File: src/rtl/wb_stage.sv
// Writeback stage: picks the retiring result, aligns load data, and drives the
// register-file write port and forwarding path from a one-cycle commit slot.
module wb_stage #(
  parameter int XLEN = 32,
  parameter int GPRN = 32
) (
  input  logic                    clk,
  input  logic                    rst,
  input  logic                    in_valid,
  output logic                    in_ready,
  input  logic [$clog2(GPRN)-1:0] in_rd,
  input  logic                    in_rd_we,
  input  logic [1:0]              in_sel,
  input  logic [XLEN-1:0]         in_alu_res,
  input  logic [XLEN-1:0]         in_pc4,
  input  logic [2:0]              in_ld_funct3,
  input  logic [1:0]              in_ld_addr_lo,
  input  logic                    dmem_rvalid,
  input  logic [XLEN-1:0]         dmem_rdata,
  output logic                    gpr_we,
  output logic                    gpr_en,
  output logic [$clog2(GPRN)-1:0] gpr_addr_rd,
  output logic [XLEN-1:0]         gpr_data_rd,
  output logic                    fwd_valid,
  output logic [$clog2(GPRN)-1:0] fwd_rd,
  output logic [XLEN-1:0]         fwd_data,
  output logic                    ld_pending,
  output logic [$clog2(GPRN)-1:0] ld_rd,
  output logic                    exc_load,
  output logic [XLEN-1:0]         instret
);

  localparam int AW = $clog2(GPRN);

  localparam logic [1:0] SEL_LOAD = 2'b01;
  localparam logic [1:0] SEL_PC4  = 2'b10;

  localparam logic [2:0] F3_LB  = 3'b000;
  localparam logic [2:0] F3_LH  = 3'b001;
  localparam logic [2:0] F3_LW  = 3'b010;
  localparam logic [2:0] F3_LBU = 3'b100;
  localparam logic [2:0] F3_LHU = 3'b101;

  typedef enum logic {
    S_IDLE,
    S_WAIT_LD
  } state_t;

  state_t r_state;
  state_t w_state_nxt;

  // Fields of the load waiting for its data beat.
  logic [AW-1:0] r_ld_rd;
  logic          r_ld_we;
  logic [2:0]    r_ld_f3;
  logic [1:0]    r_ld_lo;

  // Commit slot.
  logic            r_cv;
  logic [AW-1:0]   r_rd;
  logic            r_rd_we;
  logic [XLEN-1:0] r_data;
  logic            r_fault;

  logic            r_gpr_en;
  logic [XLEN-1:0] r_instret;

  logic            w_commit;
  logic            w_latch;
  logic [AW-1:0]   w_cm_rd;
  logic            w_cm_we;
  logic [XLEN-1:0] w_cm_data;
  logic            w_cm_fault;

  logic [7:0]      w_ld_byte;
  logic [15:0]     w_ld_half;
  logic [XLEN-1:0] w_ld_data;
  logic            w_ld_fault;

  assign w_ld_byte = dmem_rdata[8*r_ld_lo +: 8];
  assign w_ld_half = r_ld_lo[1] ? dmem_rdata[31:16] : dmem_rdata[15:0];

  // NOTE: every always_comb output gets a default before the case so no latch is inferred.
  always_comb begin
    w_ld_data  = '0;
    w_ld_fault = 1'b1;
    case (r_ld_f3)
      F3_LB: begin
        w_ld_data  = {{(XLEN-8){w_ld_byte[7]}}, w_ld_byte};
        w_ld_fault = 1'b0;
      end
      F3_LBU: begin
        w_ld_data  = {{(XLEN-8){1'b0}}, w_ld_byte};
        w_ld_fault = 1'b0;
      end
      F3_LH: begin
        w_ld_data  = {{(XLEN-16){w_ld_half[15]}}, w_ld_half};
        w_ld_fault = r_ld_lo[0];
      end
      F3_LHU: begin
        w_ld_data  = {{(XLEN-16){1'b0}}, w_ld_half};
        w_ld_fault = r_ld_lo[0];
      end
      F3_LW: begin
        w_ld_data  = dmem_rdata;
        w_ld_fault = (r_ld_lo != 2'b00);
      end
      default: ;
    endcase
  end

  always_comb begin
    w_state_nxt = r_state;
    w_commit    = 1'b0;
    w_latch     = 1'b0;
    w_cm_rd     = in_rd;
    w_cm_we     = in_rd_we;
    w_cm_data   = in_alu_res;
    w_cm_fault  = 1'b0;
    case (r_state)
      S_IDLE: begin
        if (in_valid) begin
          if (in_sel == SEL_LOAD) begin
            w_latch     = 1'b1;
            w_state_nxt = S_WAIT_LD;
          end else begin
            w_commit  = 1'b1;
            w_cm_data = (in_sel == SEL_PC4) ? in_pc4 : in_alu_res;
          end
        end
      end
      S_WAIT_LD: begin
        if (dmem_rvalid) begin
          w_commit    = 1'b1;
          w_cm_rd     = r_ld_rd;
          w_cm_we     = r_ld_we;
          w_cm_data   = w_ld_data;
          w_cm_fault  = w_ld_fault;
          w_state_nxt = S_IDLE;
        end
      end
      default: w_state_nxt = S_IDLE;
    endcase
  end

  // NOTE: every register, including the latched load fields, is cleared on reset so
  // a reset mid-load leaves nothing stale behind.
  always_ff @(posedge clk or posedge rst) begin
    if (rst) begin
      r_state   <= S_IDLE;
      r_ld_rd   <= '0;
      r_ld_we   <= 1'b0;
      r_ld_f3   <= '0;
      r_ld_lo   <= '0;
      r_cv      <= 1'b0;
      r_rd      <= '0;
      r_rd_we   <= 1'b0;
      r_data    <= '0;
      r_fault   <= 1'b0;
      r_gpr_en  <= 1'b0;
      r_instret <= '0;
    end else begin
      // NOTE: non-blocking assignments so every register samples pre-edge values.
      r_state  <= w_state_nxt;
      r_gpr_en <= 1'b1;
      r_cv     <= w_commit;
      if (w_latch) begin
        r_ld_rd <= in_rd;
        r_ld_we <= in_rd_we;
        r_ld_f3 <= in_ld_funct3;
        r_ld_lo <= in_ld_addr_lo;
      end
      if (w_commit) begin
        r_rd      <= w_cm_rd;
        r_rd_we   <= w_cm_we;
        r_data    <= w_cm_data;
        r_fault   <= w_cm_fault;
        r_instret <= r_instret + XLEN'(1);
      end
    end
  end

  assign in_ready    = (r_state == S_IDLE) && !rst;
  assign gpr_we      = r_cv && r_rd_we && (r_rd != '0) && !r_fault;
  assign gpr_en      = r_gpr_en;
  assign gpr_addr_rd = r_rd;
  assign gpr_data_rd = r_data;
  assign fwd_valid   = gpr_we;
  assign fwd_rd      = r_rd;
  assign fwd_data    = r_data;
  assign ld_pending  = (r_state == S_WAIT_LD);
  assign ld_rd       = ld_pending ? r_ld_rd : '0;
  assign exc_load    = r_cv && r_fault;
  assign instret     = r_instret;

endmodule

File: config.mk
export PLATFORM = sky130hd
export DESIGN_NAME = wb_stage
export DESIGN_NICKNAME = d
export VERILOG_FILES = /design/src/rtl/wb_stage.sv
export SDC_FILE = /design/constraint.sdc
export NUM_CORES = 1
export LEC_CHECK = 0
export CAP_MARGIN = 30
export CORE_MARGIN = 2
export CORE_UTILIZATION = 45
export CTS_CLUSTER_SIZE = 10
export DETAILED_ROUTE_END_ITERATION = 7
export GPL_TIMING_DRIVEN = 0
export PLACE_DENSITY = 0.95
export SETUP_SLACK_MARGIN = 0.2
export SYNTH_ARGS = -nofsm -noshare
export SYNTH_HDL_FRONTEND = slang
export SYNTH_SLANG_ARGS = --single-unit
File: constraint.sdc
create_clock -name clk -period 3.9 [get_ports clk]
set_input_delay 0.585 -clock clk [delete_from_list [all_inputs] [get_ports clk]]
set_output_delay 0.585 -clock clk [all_outputs]
set_load 0.02 [all_outputs]
==> summary.txt, run 1 <==
=====================================================================================
Setup slack at placement                                                      1152 ps
Top-area cell type share of the netlist area                                   43.23%
PnR worst setup slack                                                         1170 ps
Signal arrival time at the worst endpoint                                     2150 ps
Total CTS buffers                                                                   9
Total of buffers placed on input and output ports                                 228
Starting density of the core                                                   45.78%
Detailed Routing Iterations Pass 1                                                  5
Yosys warning count                                                                 0
Vias in the first global route                                                   4972
CTS sink cnt                                                                       85
Gate family responsible for the most delay along the worst path          simple AND/OR/NAND/NOR gates
Most used flip-flop cell after synthesis                                 sky130_fd_sc_hd__dfrtp_1
Root Buffer Master                                                       sky130_fd_sc_hd__clkbuf_8
Fin crit period                                                               2730 ps
Vias per cell                                                                   5.652
CP peak stage delay                                                            530 ps
Final max-slew violation count                                                      0
Worst clock skew on the final layout                                         15.44 ps
RSZ-0062 raised after global routing                                               no
Most used standard cells in the synthesized netlist                      sky130_fd_sc_hd__dfrtp_1 (85), sky130_fd_sc_hd__nand2_1 (59), sky130_fd_sc_hd__buf_4 (40)
Post-synthesis area per instance                                          9.781 sq um
I/O Pins                                                                          230
Overall die height                                                           108.6 um
Slew HR                                                                        53.59%
Number of nets with antenna violations after detailed routing                       0
Final Instance Area                                                      0.007606 sq mm
Net count after synthesis                                                         617
Utilization after layout                                                       70.78%
Detailed placement HPWL                                                      13200 um
List of cells traversed by the critical path                             or4_1 -> nor2_1 -> nor3_1 -> buf_4 -> clkdlybuf4s50_1
Resized cells post-CTS                                                              0
Maxcap violations                                                                   0
Required time worst endpoint                                                  3310 ps
Net count of the finished layout                                                  857
Critical path class                                                        reg -> out
CTS Buffer Depth                                                                    2
Final Hold Fails                                                                    0
Routed WL per cell                                                           19.24 um
Overall routed net length                                                    17090 um
Total Power Consumption                                                      3.458 mW
Number of enable flip-flop cells after synthesis                                    0
Classification of the worst-slack hold path                                reg -> reg
Yosys reg bits                                                                     85
Share of final-layout standard cells stronger than drive strength 1            14.30%
Clock Pin Slew Worst Setup and Hold Paths                                      100 ps
Post-Syn Instances                                                                503
Setup Buffers After CTS                                                             0
Ant diodes                                                                          0
Die span in x                                                                108.6 um
Pin count of the biggest net entering global routing                               56
GPL Wtd Cong                                                                   0.8907
Worst Setup Start Kind                                                      flip-flop
Standby leakage power                                                        3.104 nW
Cell Rows                                                                          38
First-pass GRT wire length                                                   25670 um
Type of destination of the critical path                                   output pin
Overall Global Routing Usage                                                   28.33%
Placeable core area                                                      0.01075 sq mm
Cell types occupying the most area after synthesis                       sky130_fd_sc_hd__dfrtp_1 (43%), sky130_fd_sc_hd__buf_4 (6.1%), sky130_fd_sc_hd__mux2_2 (4.6%)
Synth Cell Area                                                          0.004920 sq mm
Count of routing violations after the opening detailed-route iteration            336
CP max-delay cell                                                        sky130_fd_sc_hd__or4_1
Sequential share of the synthesized area                                       43.23%
TritonCTS clock tree                                                            built
Final-report setup violation count                                                  0
Worst supply voltage drop on vdd                                            0.2758 mV
Async SR Flop Fraction                                                         100.0%
Distinct cell type count after synthesis                                           54
Area growth from synthesis to layout                                           54.60%
Die area                                                                 0.01179 sq mm
Final period util                                                              70.00%
Placed standard-cell area                                                0.007407 sq mm
Vias                                                                             5019
Cts-stage hold buffer count                                                         0
Slew at the pin with the worst max-slew slack                                691.5 ps
Status                                                                   finished, final reports clean
Maximum fanout along the worst path                                                 4
Number of levels the H-tree was split into                                          3
Sum of buffers and inverters on the critical path                                   2
Remaining design rule violation count                                               0
Highest Clock Rate                                                         0.3663 GHz
Top-count cell post-synth                                                sky130_fd_sc_hd__dfrtp_1
Cell type with the largest total area after synthesis                    sky130_fd_sc_hd__dfrtp_1
Antenna violations before repair                                                    0
Power density normalized to cell area                                    454.6 mW/mm^2
Overflow left after global routing                                                  0
Worst-skew pair later-pin latency                                              350 ps
=====================================================================================
final timing paths:
kind | cells after the start | startpoint | slack [ps] | endpoint
worst min-delay path | 1 | instret[31]$_DFFE_PP0P_ | 490 | instret[31]$_DFFE_PP0P_
max in group asynchronous | 3 | rst | 2670 | fwd_data[17]$_DFFE_PP0P_
min in group asynchronous | 2 | rst | 600 | fwd_rd[1]$_DFFE_PP0P_
worst max register to register | 7 | ld_pending$_DFF_PP0_ | 1640 | fwd_data[0]$_DFFE_PP0P_
worst min register to register | 1 | instret[31]$_DFFE_PP0P_ | 490 | instret[31]$_DFFE_PP0P_
worst max-delay path | 5 | fwd_rd[1]$_DFFE_PP0P_ | 1170 | gpr_we
cells in the final DEF, fill, tap and decap left out, types with 9 or more instances in the layout:
cell	instances
sky130_fd_sc_hd__a21oi_1	35
sky130_fd_sc_hd__a22oi_1	12
sky130_fd_sc_hd__buf_2	17
sky130_fd_sc_hd__clkbuf_8	9
sky130_fd_sc_hd__mux2_2	20
sky130_fd_sc_hd__clkbuf_1	11
sky130_fd_sc_hd__dfrtp_1	85
sky130_fd_sc_hd__nor2b_1	9
sky130_fd_sc_hd__xor2_1	9
sky130_fd_sc_hd__xnor2_1	22
sky130_fd_sc_hd__clkdlybuf4s50_1	228
sky130_fd_sc_hd__nand3_1	13
sky130_fd_sc_hd__a221o_1	14
sky130_fd_sc_hd__nand2_1	59
sky130_fd_sc_hd__o22a_1	24
sky130_fd_sc_hd__mux2i_1	10
sky130_fd_sc_hd__buf_4	40
sky130_fd_sc_hd__nand4_1	9
sky130_fd_sc_hd__nor2_1	24
worst reg2reg max path, cell delays in order, from the launching register on:
cell and delay [ps]:
sky130_fd_sc_hd__dfrtp_1 420, sky130_fd_sc_hd__buf_2 190, sky130_fd_sc_hd__nand2b_1 250, sky130_fd_sc_hd__nor2_1 530
sky130_fd_sc_hd__buf_2 380, sky130_fd_sc_hd__nor2_1 90, sky130_fd_sc_hd__a21oi_1 130, sky130_fd_sc_hd__o221ai_1 120
final cells by class:
| cell class | instances | area [sq um] |
|---|---|---|
| Fill cell | 810 | 3139 |
| Multi-Input combinational cell | 344 | 2344 |
| Timing Repair Buffer | 229 | 2310 |
| Sequential cell | 85 | 2127 |
| Buffer | 68 | 426.7 |
| Tap cell | 140 | 175.2 |
| Clock buffer | 10 | 127.6 |
| Clock inverter | 6 | 71.32 |
| Inverter | 6 | 25.02 |
registers in the layout, summed over array words and instances (netlist names), 2 cells and up:
register  count
r_ld_f3       3
instret      32
r_ld_lo       2
r_ld_rd       5
fwd_data     32
fwd_rd        5
through the flow:
stage | hold slack, ps | std cells | TNS [ps]
final | 486.4 | 888 | 0
after global routing | 510.9 | 888 | 0
after CTS | 488.8 | 888 | 0
after detailed placement | 467.5 | 872 | 0
after global placement | 466.1 | 871 | -12990
after floorplan | 462.6 | 503 | 0
where the power goes:
group          switching (mW)  internal [mW]
registers               0.170           1.04
logic                   0.765          0.827
clock network           0.355          0.303
total                    1.29           2.17
logic make-up (layout without fill, tap and decap cells):
group	Yosys count	count (layout)	synth area share (%)
other	1	1	0.07622
XOR/XNOR	31	31	5.519
AND/OR/NAND/NOR	154	154	16.35
multiplexers	30	30	6.613
adder cells (fa/ha/maj)	1	1	0.2543
AO/OA/AOI/OAI	127	127	18.82
buffers and inverters	74	319	9.130
flip-flops	85	85	43.23
routing by layer:
metal  part of all wire [%]  wire (um)  vias to the layer above  GRT usage (%)
met3                    7.9       1353                       55          5.365
met4                    3.7        631                        0          13.19
met2                     49       8457                      295          48.17
met1                     39       6647                     2397          34.67
met5                      0          0                        -              0
li1                       -          -                     2272              -
Note: power is estimated with default switching activity, not from simulation.
==> run 2: changes to the inputs <==
Settings changed: CORE_UTILIZATION 45 to 38, PLACE_DENSITY 0.95 to 0.86.
Clock period 3.9 ns to 2.2 ns, I/O delays scaled along.
==> summary.txt, run 2 (synthesis results as in run 1) <==
=====================================================================================
Clock Pin Slew Worst Setup and Hold Paths                                       60 ps   was 100 ps
I/O Pins                                                                          230   unchanged
TritonCTS clock tree                                                            built   unchanged
Final Instance Area                                                      0.007924 sq mm   was 0.007606 sq mm
RSZ-0062 raised after global routing                                              yes   was no
Worst-skew pair later-pin latency                                              340 ps   was 350 ps
CTS sink cnt                                                                       85   unchanged
Cts-stage hold buffer count                                                         0   unchanged
Total CTS buffers                                                                   9   unchanged
Signal arrival time at the worst endpoint                                     1730 ps   was 2150 ps
Root Buffer Master                                                       sky130_fd_sc_hd__clkbuf_16   was sky130_fd_sc_hd__clkbuf_8
Gate family responsible for the most delay along the worst path          simple AND/OR/NAND/NOR gates   unchanged
Overall die height                                                           117.8 um   was 108.6 um
Most common library cell in the layout ignoring fill and taps            sky130_fd_sc_hd__clkdlybuf4s50_1   unchanged
Placeable core area                                                      0.01262 sq mm   was 0.01075 sq mm
Final Hold Fails                                                                    0   unchanged
Net count of the finished layout                                                  867   was 857
Setup slack at placement                                                    -388.9 ps   was 1152 ps
Die span in x                                                                117.8 um   was 108.6 um
Number of nets with antenna violations after detailed routing                       0   unchanged
CP max-delay cell                                                        sky130_fd_sc_hd__or4_4   was sky130_fd_sc_hd__or4_1
GPL Wtd Cong                                                                   0.9299   was 0.8907
Ant diodes                                                                          0   unchanged
Vias per cell                                                                   5.352   was 5.652
Overflow left after global routing                                                  0   unchanged
List of cells traversed by the critical path                             or4_4 -> nor2_4 -> nor3_4 -> buf_4 -> buf_6   was or4_1 -> nor2_1 -> nor3_1 -> buf_4 -> clkdlybuf4s50_1
Fin crit period                                                               2061 ps
Detailed placement HPWL                                                      13530 um   was 13200 um
Count of routing violations after the opening detailed-route iteration            367   was 336
Area of the multi-input gates                                            0.002424 sq mm   was 0.002344 sq mm
Highest Clock Rate                                                         0.4852 GHz
Worst supply voltage drop on vdd                                            0.4143 mV   was 0.2758 mV
Leading cell types in the layout, fill and taps excluded                 sky130_fd_sc_hd__clkdlybuf4s50_1 (220), sky130_fd_sc_hd__dfrtp_1 (83), sky130_fd_sc_hd__nand2_1 (59)   was sky130_fd_sc_hd__clkdlybuf4s50_1 (228), sky130_fd_sc_hd__dfrtp_1 (85), sky130_fd_sc_hd__nand2_1 (59)
CP peak stage delay                                                            560 ps   was 530 ps
Final max-slew violation count                                                      0   unchanged
Pin count of the biggest net entering global routing                               42   was 56
Cell Rows                                                                          41   was 38
Critical path class                                                        reg -> out   unchanged
Worst hold path depth                                                               3   was 1
Type of destination of the critical path                                   output pin   unchanged
Vias                                                                             4977   was 5019
Detailed Routing Iterations Pass 1                                                  5   unchanged
Vias in the first global route                                                   5121   was 4972
CTS Buffer Depth                                                                    2   unchanged
Slew at the pin with the worst max-slew slack                                571.8 ps   was 691.5 ps
Antenna violations before repair                                                    0   unchanged
Overall routed net length                                                    17630 um   was 17090 um
Area growth from synthesis to layout                                           61.06%   was 54.60%
Remaining design rule violation count                                               0   unchanged
Maxcap violations                                                                   0   unchanged
Worst Setup Start Kind                                                      flip-flop   unchanged
First-pass GRT wire length                                                   27400 um   was 25670 um
Classification of the worst-slack hold path                                 in -> reg   was reg -> reg
Total of buffers placed on input and output ports                                 228   unchanged
Overall Global Routing Usage                                                   25.27%   was 28.33%
Worst clock skew on the final layout                                         5.738 ps   was 15.44 ps
Starting density of the core                                                   38.98%   was 45.78%
Standby leakage power                                                        3.269 nW   was 3.104 nW
PnR worst setup slack                                                        138.9 ps   was 1170 ps
Required time worst endpoint                                                  1870 ps   was 3310 ps
Power density normalized to cell area                                    834.7 mW/mm^2   was 454.6 mW/mm^2
Crit. path cell count                                                               5   unchanged
Worst hold slack after final layout                                          398.0 ps   was 486.4 ps
Slew HR                                                                        61.88%   was 53.59%
Fillers                                                                          1073   was 810
Final period util                                                              93.69%
Utilization after layout                                                       62.79%   was 70.78%
Maximum fanout along the worst path                                                 2   was 4
Routed WL per cell                                                           18.96 um   was 19.24 um
Placed standard-cell area                                                0.007461 sq mm   was 0.007407 sq mm
Number of cells traversed by the worst register-to-register path                    5   was 7
Sum of buffers and inverters on the critical path                                   2   unchanged
Share of final-layout standard cells stronger than drive strength 1            18.34%   was 14.30%
Number of levels the H-tree was split into                                          3   unchanged
Die area                                                                 0.01387 sq mm   was 0.01179 sq mm
Status                                                                   finished, final reports clean   unchanged
Reg area                                                                 0.002130 sq mm   was 0.002127 sq mm
Final-report setup violation count                                                  0   unchanged
=====================================================================================
## run 2: metrics by stage
| stage | std cells | power [mW] | TNS (ps) |
|---|---|---|---|
| final | 930 | 6.614 | 0 |
| after global routing | 930 | 6.933 | 0 |
| after CTS | 926 | 6.572 | 0 |
| after detailed placement | 905 | 4.981 | -12760 |
| after global placement | 903 | 4.904 | -15950 |
| after floorplan | 503 | 3.650 | 0 |
## run 2: path summary, 6_finish.rpt
| path | slack, ps | start | endpoint |
|---|---|---|---|
| max | 140 | fwd_rd[2]$_DFFE_PP0P_ | gpr_we |
| min | 400 | in_sel[0] | fwd_data[6]$_DFFE_PP0P_ |
| max reg2reg | 230 | r_ld_f3[0]$_DFFE_PP0P_ | fwd_data[8]$_DFFE_PP0P_ |
| min reg2reg | 480 | instret[31]$_DFFE_PP0P_ | instret[31]$_DFFE_PP0P_ |
| max in group asynchronous | 1180 | rst | instret[1]$_DFFE_PP0P_ |
| min in group asynchronous | 420 | rst | r_ld_rd[4]$_DFFE_PP0P_ |
## run 2: repair_timing
| action | CTS | global route |
|---|---|---|
| setup endpoints to repair | 48 | 45 |
| setup buffers | 5 | 4 |
| resized for setup | 21 | 34 |
| pin swaps | 2 | 6 |
## run 2: layout make-up
type / count / share of cell area (%)
clock buffers: 13 / 3.284
repair buffers: 239 / 30.02
plain buffers: 68 / 5.637
well taps: 172 / 2.716
multi-input cells: 344 / 30.59
flip-flops and latches: 85 / 26.88
clock inverters: 3 / 0.5527
inverters: 6 / 0.3316
## run 2: power by group
part           total, mW  switching (mW)  internal (mW)
Combinational       2.91            1.40           1.51
Sequential          2.14           0.288           1.85
Clock               1.57           0.623          0.943
## run 2: worst register-to-register path, stage by stage (launching register included)
cell,delay (ps)
sky130_fd_sc_hd__dfrtp_1,420
sky130_fd_sc_hd__buf_2,200
sky130_fd_sc_hd__nor4_1,480
sky130_fd_sc_hd__a21oi_1,170
sky130_fd_sc_hd__o21ai_2,420
sky130_fd_sc_hd__o22a_1,230
## run 2: routing by layer
layer / global-route usage, % / wire (um) / vias up
li1: - / - / 2296
met1: 31.34 / 7106 / 2410
met2: 41.97 / 8568 / 225
met3: 4.748 / 1176 / 46
met4: 12.95 / 778 / 0
met5: 0 / 0 / -
==> run 3: changes to the inputs <==
Settings changed: CAP_MARGIN 30 to 20, CORE_MARGIN 2 to 3.
==> summary.txt, run 3 (synthesis results as in run 1) <==
=====================================================================================
Vias in the first global route                                                   5168   was 5121
Final Hold Fails                                                                    0   unchanged
Slew at the pin with the worst max-slew slack                                652.8 ps   was 571.8 ps
Worst-skew pair later-pin latency                                              340 ps   about the same
Signal arrival time at the worst endpoint                                     1700 ps   was 1730 ps
Worst Hold Launch                                                           in_sel[0]   unchanged
Highest Clock Rate                                                         0.4936 GHz   was 0.4852 GHz
Vias per cell                                                                   5.455   was 5.352
Critical path class                                                        reg -> out   unchanged
Vias                                                                             5062   was 4977
Classification of the worst-slack hold path                                 in -> reg   unchanged
Final instance count without filler cells                                         928   was 930
Overall Global Routing Usage                                                   24.98%   was 25.27%
Fin crit period                                                               2026 ps   was 2061 ps
Leading cell types in the layout, fill and taps excluded                 sky130_fd_sc_hd__clkdlybuf4s50_1 (220), sky130_fd_sc_hd__dfrtp_1 (85), sky130_fd_sc_hd__nand2_1 (59)   was sky130_fd_sc_hd__clkdlybuf4s50_1 (220), sky130_fd_sc_hd__dfrtp_1 (83), sky130_fd_sc_hd__nand2_1 (59)
Number of nets with antenna violations after detailed routing                       0   unchanged
CTS Buffer Depth                                                                    2   unchanged
Crit Reg-Reg Startpoint                                                  r_ld_lo[1]$_DFFE_PP0P_   was r_ld_f3[0]$_DFFE_PP0P_
I/O Pins                                                                          230   unchanged
Number of levels the H-tree was split into                                          3   unchanged
Final-report setup violation count                                                  0   unchanged
Slew HR                                                                        56.39%   was 61.88%
GR Util met3                                                                   6.173%   was 4.748%
Most common library cell in the layout ignoring fill and taps            sky130_fd_sc_hd__clkdlybuf4s50_1   unchanged
CTS sink cnt                                                                       85   unchanged
Ant diodes                                                                          0   unchanged
Overflow left after global routing                                                  0   unchanged
Die span in x                                                                119.8 um   was 117.8 um
R2r endpoint                                                             fwd_data[9]$_DFFE_PP0P_   was fwd_data[8]$_DFFE_PP0P_
Maximum fanout along the worst path                                                 2   unchanged
Cell Rows                                                                          40   was 41
Type of destination of the critical path                                   output pin   unchanged
Worst Setup Start Kind                                                      flip-flop   unchanged
Antenna violations before repair                                                    0   unchanged
Number of cells traversed by the worst register-to-register path                    6   was 5
Maxcap violations                                                                   0   unchanged
Routed WL per cell                                                           19.68 um   was 18.96 um
Standby leakage power                                                        3.276 nW   was 3.269 nW
Net count of the finished layout                                                  869   was 867
Worst supply voltage drop on vdd                                            0.5048 mV   was 0.4143 mV
Status                                                                   finished, final reports clean   unchanged
Placeable core area                                                      0.01231 sq mm   was 0.01262 sq mm
Remaining design rule violation count                                               0   unchanged
Overall routed net length                                                    18270 um   was 17630 um
Overall die height                                                           119.8 um   was 117.8 um
Total CTS buffers                                                                   9   unchanged
Area growth from synthesis to layout                                           60.71%   was 61.06%
First-pass GRT wire length                                                   28140 um   was 27400 um
Clock Pin Slew Worst Setup and Hold Paths                                       60 ps   about the same
Die area                                                                 0.01435 sq mm   was 0.01387 sq mm
Most crowded layer after global routing                                          met2   unchanged
Cts-stage hold buffer count                                                         0   unchanged
Pin count of the biggest net entering global routing                               33   was 42
Detailed placement HPWL                                                      14220 um   was 13530 um
Worst hold path depth                                                               3   unchanged
Total Power Consumption                                                      6.667 mW   was 6.614 mW
Final period util                                                              92.08%   was 93.69%
Required time worst endpoint                                                  1870 ps   about the same
RSZ-0062 raised after global routing                                              yes   unchanged
Worst-case register-to-register setup slack                                    220 ps   was 230 ps
Total of buffers placed on input and output ports                                 228   unchanged
Worst clock skew on the final layout                                         4.098 ps   was 5.738 ps
Final max-slew violation count                                                      0   unchanged
Share of final-layout standard cells stronger than drive strength 1            17.89%   was 18.34%
Met1 GRT Util                                                                  30.09%   was 31.34%
Count of routing violations after the opening detailed-route iteration            433   was 367
Endpoint of the worst hold-timing path                                   fwd_data[5]$_DFFE_PP0P_   was fwd_data[6]$_DFFE_PP0P_
Power density normalized to cell area                                    843.2 mW/mm^2   was 834.7 mW/mm^2
Fillers                                                                          1015   was 1073
TritonCTS clock tree                                                            built   unchanged
GPL Wtd Cong                                                                   0.9157   was 0.9299
Detailed Routing Iterations Pass 1                                                  6   was 5
Root Buffer Master                                                       sky130_fd_sc_hd__clkbuf_16   unchanged
Starting density of the core                                                   39.96%   was 38.98%
Met2 track utilization from global routing                                     43.47%   was 41.97%
Dpl cells                                                                         901   was 905
=====================================================================================
-- run 3: cell types whose count changed in the layout (fill, tap and decap cells not counted), moves of 2 or more --
cell	change
sky130_fd_sc_hd__dfrtp_1	+2
sky130_fd_sc_hd__nand3_1	-2
sky130_fd_sc_hd__clkbuf_8	-2
sky130_fd_sc_hd__dfrtp_2	-2
sky130_fd_sc_hd__nand3_2	+2
sky130_fd_sc_hd__buf_2	+2
-- run 3: layout make-up --
type	instances	area [sq um]	share of cell area (%)
sequential	85	2127	26.90
timing repair buffer	241	2390	30.23
clock inverter	4	72.57	0.9179
tap	168	210.2	2.659
inverter	6	26.28	0.3323
multi-input combinational	344	2402	30.38
clock buffer	12	236.5	2.991
buffer	68	441.7	5.586
-- run 3: worst max path at each step --
stage | startpoint | depth (start not counted) | end
2_1_floorplan | instret[0]$_DFFE_PP0P_ | 6 | instret[22]$_DFFE_PP0P_
3_3_place_gp | in_valid | 7 | fwd_data[28]$_DFFE_PP0P_
3_5_place_dp | in_valid | 7 | fwd_data[29]$_DFFE_PP0P_
4_1_cts | fwd_rd[1]$_DFFE_PP0P_ | 5 | gpr_we
5_1_grt | fwd_rd[2]$_DFFE_PP0P_ | 5 | gpr_we
6_report | fwd_rd[2]$_DFFE_PP0P_ | 5 | gpr_we
-- run 3: through the flow --
step / TNS (ps) / hold slack [ps] / util, % / area (sq um) / setup WS [ps]
3_5_place_dp: -10820 / 485.8 / 60.56 / 7456 / -346.3
2_1_floorplan: 0 / 438.6 / - / 4923 / 262.7
5_1_grt: 0 / 437.8 / 64.22 / 7906 / 126.1
3_3_place_gp: -12310 / 466.7 / 60.23 / 7416 / -295.0
6_report: 0 / 404.6 / 64.22 / 7906 / 174.2
4_1_cts: 0 / 381.7 / 63.59 / 7829 / 57.81
-- run 3: timing repair --
action                                  CTS  global route
buffers inserted                          7             4
gates resized for setup                  21            24
endpoints found under the setup margin   44            45
pin swaps                                 2             5
-- run 3: where the power goes --
part	total, mW	switching, mW	internal, mW	leakage [nW]
sequential	2.11	0.267	1.84	1.04
combinational	2.94	1.42	1.52	2.09
clock	1.61	0.618	0.995	0.147
total	6.67	2.31	4.36	3.28
-- run 3: layer usage --
metal	routed length, um	vias to the layer above
li1	-	2303
met2	9122	291
met5	0	-
met3	1607	32
met4	416	0
met1	7120	2436
-- run 3: worst max-delay path, stage by stage, from the launching register on --
cell and delay (ps):
sky130_fd_sc_hd__dfrtp_1 380, sky130_fd_sc_hd__or4_4 540, sky130_fd_sc_hd__nor2_2 110, sky130_fd_sc_hd__nor3_1 70, sky130_fd_sc_hd__buf_4 130, sky130_fd_sc_hd__buf_4 140
